===== src/rtl/systolic_feeder.sv =====
// Input-side sequencer for the systolic array: loads `row` weight vectors, then streams
// feature vectors through per-row skew chains so row r reaches the array r cycles late.
module systolic_feeder #(
    parameter int width = 8,
    parameter int row   = 4,
    parameter int col   = 4
) (
    input  logic             clk,
    input  logic             nrst,
    input  logic             start,
    input  logic [7:0]       vec_count,
    input  logic [width-1:0] w_data [col-1:0],
    input  logic             w_valid,
    output logic             w_ready,
    input  logic [width-1:0] f_data [row-1:0],
    input  logic             f_valid,
    output logic             f_ready,
    output logic [width-1:0] weight_input2 [col-1:0],
    output logic             weight_en,
    output logic [width-1:0] feature_input2 [row-1:0],
    output logic             in_en [row-1:0],
    output logic             conv_ctrl,
    output logic             busy,
    output logic             done
);

    typedef enum logic [2:0] {
        S_IDLE   = 3'd0,
        S_LOAD_W = 3'd1,
        S_STREAM = 3'd2,
        S_DRAIN  = 3'd3,
        S_DONE   = 3'd4
    } state_t;

    localparam logic [7:0] LAST_IDX = 8'(row - 1);

    state_t           r_state;
    logic [7:0]       r_count;
    logic [7:0]       r_cnt;
    logic [width-1:0] r_weight [col-1:0];
    logic             r_weight_en;
    logic             r_conv_ctrl;
    logic             r_busy;
    logic             r_done;
    logic             w_f_accept;

    // Handshake readies decode the state register only.
    always_comb begin
        w_ready = 1'b0;
        f_ready = 1'b0;
        case (r_state)
            S_LOAD_W: w_ready = 1'b1;
            S_STREAM: f_ready = 1'b1;
            default: begin
                w_ready = 1'b0;
                f_ready = 1'b0;
            end
        endcase
    end

    assign w_f_accept = (r_state == S_STREAM) && f_valid;

    // Pass sequencer; r_cnt is shared by weight beats, feature beats and drain cycles.
    always_ff @(posedge clk or posedge nrst) begin
        if (nrst) begin
            r_state     <= S_IDLE;
            r_count     <= 8'd0;
            r_cnt       <= 8'd0;
            r_weight_en <= 1'b0;
            r_conv_ctrl <= 1'b0;
            r_busy      <= 1'b0;
            r_done      <= 1'b0;
            for (int c = 0; c < col; c++) begin
                r_weight[c] <= {width{1'b0}};
            end
        end else begin
            r_weight_en <= 1'b0;
            r_conv_ctrl <= 1'b0;
            r_done      <= 1'b0;
            case (r_state)
                S_IDLE: begin
                    if (start) begin
                        r_count <= vec_count;
                        r_cnt   <= 8'd0;
                        r_busy  <= 1'b1;
                        r_state <= S_LOAD_W;
                    end
                end
                S_LOAD_W: begin
                    if (w_valid) begin
                        r_weight    <= w_data;
                        r_weight_en <= 1'b1;
                        if (r_cnt == LAST_IDX) begin
                            r_cnt <= 8'd0;
                            if (r_count != 8'd0) begin
                                r_conv_ctrl <= 1'b1;
                                r_state     <= S_STREAM;
                            end else begin
                                r_done  <= 1'b1;
                                r_state <= S_DONE;
                            end
                        end else begin
                            r_cnt <= r_cnt + 8'd1;
                        end
                    end
                end
                S_STREAM: begin
                    if (f_valid) begin
                        // Exact-equality compare: the counter stops before it could wrap.
                        if ((r_cnt + 8'd1) == r_count) begin
                            r_cnt   <= 8'd0;
                            r_state <= S_DRAIN;
                        end else begin
                            r_cnt <= r_cnt + 8'd1;
                        end
                    end
                end
                S_DRAIN: begin
                    if (r_cnt == LAST_IDX) begin
                        r_cnt   <= 8'd0;
                        r_done  <= 1'b1;
                        r_state <= S_DONE;
                    end else begin
                        r_cnt <= r_cnt + 8'd1;
                    end
                end
                S_DONE: begin
                    r_busy  <= 1'b0;
                    r_state <= S_IDLE;
                end
                default: begin
                    r_busy  <= 1'b0;
                    r_cnt   <= 8'd0;
                    r_state <= S_IDLE;
                end
            endcase
        end
    end

    assign weight_input2 = r_weight;
    assign weight_en     = r_weight_en;
    assign conv_ctrl     = r_conv_ctrl;
    assign busy          = r_busy;
    assign done          = r_done;

    for (genvar r = 0; r < row; r++) begin : g_chain
        logic             r_v [0:r];
        logic [width-1:0] r_d [0:r];

        // Skew chain of depth r+1; data stages load only behind a valid stage so the
        // tail holds its last value across bubbles.
        always_ff @(posedge clk or posedge nrst) begin
            if (nrst) begin
                for (int k = 0; k <= r; k++) begin
                    r_v[k] <= 1'b0;
                    r_d[k] <= {width{1'b0}};
                end
            end else begin
                r_v[0] <= w_f_accept;
                if (w_f_accept) begin
                    r_d[0] <= f_data[r];
                end
                for (int k = 1; k <= r; k++) begin
                    r_v[k] <= r_v[k-1];
                    if (r_v[k-1]) begin
                        r_d[k] <= r_d[k-1];
                    end
                end
            end
        end

        assign in_en[r]          = r_v[r];
        assign feature_input2[r] = r_d[r];
    end

endmodule


===== config.mk =====
export PLATFORM = sky130hd
export DESIGN_NAME = systolic_feeder
export DESIGN_NICKNAME = d
export VERILOG_FILES = /design/src/rtl/systolic_feeder.sv
export SDC_FILE = /design/constraint.sdc
export NUM_CORES = 1
export LEC_CHECK = 0
export ABC_AREA = 1
export BUFFER_PORTS_ARGS = -buffer_cell sky130_fd_sc_hd__clkbuf_2
export CELL_PAD_IN_SITES_DETAIL_PLACEMENT = 1
export CELL_PAD_IN_SITES_GLOBAL_PLACEMENT = 1
export CORE_ASPECT_RATIO = 0.7
export CORE_MARGIN = 3
export CORE_UTILIZATION = 37
export CTS_BUF_LIST = sky130_fd_sc_hd__clkbuf_2 sky130_fd_sc_hd__clkbuf_4 sky130_fd_sc_hd__clkbuf_8
export DETAILED_ROUTE_END_ITERATION = 16
export PLACE_DENSITY_LB_ADDON = 0.1
export SLEW_MARGIN = 20
export SYNTH_ARGS = -nofsm -noshare
export SYNTH_HDL_FRONTEND = slang
export SYNTH_SLANG_ARGS = --single-unit

===== constraint.sdc =====
create_clock -name clk -period 4.5 [get_ports clk]
set_input_delay 0.675 -clock clk [delete_from_list [all_inputs] [get_ports clk]]
set_output_delay 0.675 -clock clk [all_outputs]
set_load 0.01 [all_outputs]

==> results.json <==
{
  "clk_pin_slew_worst_paths_ps": 80,
  "layout.nets": 846,
  "avgSynthCellArea_sq_um": 9.07,
  "startpoint": "r_state[2]",
  "clk_latency_ps": 460,
  "cp_max_fo": 34,
  "cts_setup_buffers": 0,
  "die-area_sq_um": 17300,
  "slowest_stage": "nor2_4",
  "rsz0062_at_grt": "false",
  "power.share.sequential": 0.444,
  "synth_edf_count": 0,
  "cts_sinks": 139,
  "initial_core_util": 0.387,
  "synth_ff_type": "dfrtp_1",
  "cp_cell_sequence": "nor2_2 -> inv_2 -> nor2_2 -> inv_1 -> nor2_4 -> inv_2 -> a211oi_1",
  "p_sw_mw": 1.81,
  "routedWlPerCell_um": 15.5,
  "cts_root_buf": "clkbuf_8",
  "synth-async-reset-ratio": 1.00,
  "synth_area_leaders": "dfrtp_1 (60%), nand2_1 (17%), mux2_2 (3.5%)",
  "setup_viol": 0,
  "fin_cells": 976,
  "synth_top_area_share": 0.598,
  "h-tree-depth": 4,
  "hold_class": "input pin to asynchronous set/reset pin",
  "grt_max_degree": 106,
  "grt_overflow": 0,
  "fin_skew_ps": 9.10,
  "cts_tree": "yes",
  "cp_data_arrival_time_ps": 2780,
  "end_kind": "flop",
  "ys_seq_area_frac": 0.598,
  "top_layer": "met4",
  "wirelength_um": 15100,
  "crit_required_ps": 4860,
  "core_region_area_sq_um": 15000,
  "syn-num-nets": 719,
  "grt_pass1_vias": 5072,
  "num_vias": 4599,
  "cp_slowest_stage_delay_ps": 610,
  "dr.pass1.iters": 4,
  "postPlaceCellArea_sq_um": 6570,
  "netlist-cell-type-count": 27,
  "reg2reg_to": "done",
  "ctsLongestPathBuffers": 2,
  "dp.cells": 944,
  "io_pins": 151,
  "layout-drive-gt1-share": 0.292,
  "p_leak_nw": 3.81,
  "grt.total_usage": 0.184,
  "fin_crit_ps": 2420,
  "finalSetupTns_ps": 0,
  "whs_ps": 414,
  "routed-wl-met2_um": 6910,
  "reg2reg_from": "r_state[2]",
  "wl_met1_um": 7220,
  "grt_pass1_wl_um": 25300,
  "ys_seq_elements": 139,
  "postRouteAntennaNets": 0,
  "rows": 37,
  "synth_cells": 641,
  "via_per_inst": 4.71,
  "peakVddDrop_v": 0.000257,
  "diodes": 0,
  "worst_pin_slew_ps": 1010,
  "powerDensity_nw_per_um2": 675,
  "ys_warn_count": 0,
  "num-fill-cells": 1796,
  "path_buf_inv": 3,
  "drt-initial-drc-count": 205,
  "finalCritPeriodShare": 0.538,
  "ctsHoldBuffers": 0,
  "die_w_um": 156,
  "outcome": "complete, no violations",
  "drv_cap": 0,
  "intPower_mw": 2.91,
  "drc_errors": 0,
  "p_clk_frac": 0.225,
  "hold_viol_final": 0,
  "syn_area_sq_um": 5820,
  "numCtsBuffers": 17,
  "portBuffers": 150,
  "hpwl_um": 10800,
  "slew_headroom": 0.329,
  "die_h_um": 111,
  "worst-r2r-setup-slack_ps": 2080,
  "dr_wl_met3_um": 781,
  "final_area_sq_um": 6980,
  "total_power_mw": 4.71,
  "gp_congestion": 0.801,
  "startpoint_type": "flop",
  "synth_top_area_cell": "dfrtp_1",
  "critPathKind": "flop to flop",
  "r2r.worst_path.cells": 7,
  "swShare": 0.383,
  "crit_family": "simple AND/OR/NAND/NOR gates",
  "pwr-share-comb": 0.331,
  "area_growth_pct": 20.0,
  "antenna_found_initial": 0,
  "cts_resized": 0,
  "fmax_mhz": 413,
  "maxSlewViolCount": 0
}
placed cells by master, fill, tap and decap left out, types with 2 or more instances in the layout:
master / netlist / final
a21oi_1: 22 / 22
buf_4: 25 / 4
bufinv_16: 0 / 3
clkbuf_2: 0 / 150
clkbuf_8: 0 / 17
clkinv_2: 0 / 5
clkinv_4: 0 / 3
clkinvlp_4: 0 / 2
dfrtp_1: 139 / 139
inv_1: 43 / 42
inv_2: 5 / 5
inv_6: 0 / 3
mux2_2: 18 / 18
nand2_1: 264 / 264
nand2_2: 2 / 2
nand2_4: 2 / 2
nand3_1: 27 / 27
nand3_2: 3 / 3
nand4_1: 4 / 4
nor2_1: 25 / 25
nor2_2: 7 / 7
nor2_4: 3 / 3
nor3_1: 2 / 2
nor4_1: 2 / 2
o21ai_0: 18 / 18
o21ai_1: 3 / 3
cells by family after synthesis:
| kind of cell | count (synthesis) | synth area share |
|---|---|---|
| simple gates | 341 | 0.242 |
| flops | 139 | 0.598 |
| buf+inv | 94 | 0.0785 |
| compound gates | 46 | 0.0411 |
| mux | 18 | 0.0348 |
| xor+xnor | 2 | 0.00301 |
| fa+ha+maj | 1 | 0.00215 |
Yosys cell counts (2+ instances only):
cell and n:
nand3_2 3, buf_2 8, dfrtp_1 139, nor2_1 25
nor4_1 2, nor2_4 3, o21ai_1 3, nand2_2 2
mux2_2 18, clkbuf_1 13, nor2_2 7, o21ai_0 18
a21oi_1 22, nor3_1 2, nand2_4 2, nand2_1 264
nand3_1 27, inv_2 5, buf_4 25, inv_1 43
nand4_1 4
state kept, by name, summed over array words and instances (netlist names):
signal          flops
in_en               1
g_chain.r_v         3
r_cnt               8
r_state             3
busy                1
weight_en           1
r_count             8
g_chain.r_d        56
feature_input2     24
done                1
weight_input2      32
conv_ctrl           1
per-stage QoR:
stage,util,setup WS (ps)
finish,0.464,2080
global route,0.464,1840
CTS,0.464,2080
detailed placement,0.437,2110
global placement,0.437,2200
floorplan,-,100
worst register-to-register path, cell delays in order, from the launching register on:
cell and delay, ps:
dfrtp_1 420, nor2_2 180, inv_2 70, nor2_2 130, inv_1 100, nor2_4 610, inv_2 480, a211oi_1 340
layer usage:
layer | GRT usage | up-vias
met5 | 0 | -
met4 | 0.0535 | 0
met3 | 0.0538 | 16
met2 | 0.283 | 108
met1 | 0.254 | 2245
li1 | - | 2230
worst max-delay path by stage:
stage	endpoint	depth (start not counted)
3_5_place_dp	done	7
2_1_floorplan	busy	1
5_1_grt	done	7
6_report	done	7
4_1_cts	done	7
3_3_place_gp	done	5
power groups by stage:
stage                     clock, mW  combinational, mW  sequential, mW
after floorplan                   0               1.08            2.10
after global placement            0               1.52            2.09
after detailed placement          0               1.60            2.12
after CTS                      1.09               1.60            2.10
after global routing           1.16               1.79            2.17
final                          1.06               1.56            2.09
layout make-up:
type,instances,area (sq um),share of cell area
Clock buffer,17,234,0.0335
Clock inverter,15,174,0.0249
Inverter,48,185,0.0265
Multi-Input combinational cell,408,1880,0.270
Sequential cell,139,3480,0.498
Tap cell,195,244,0.0350
Timing Repair Buffer,154,781,0.112
No activity file was read; power rests on OpenSTA's default activity.
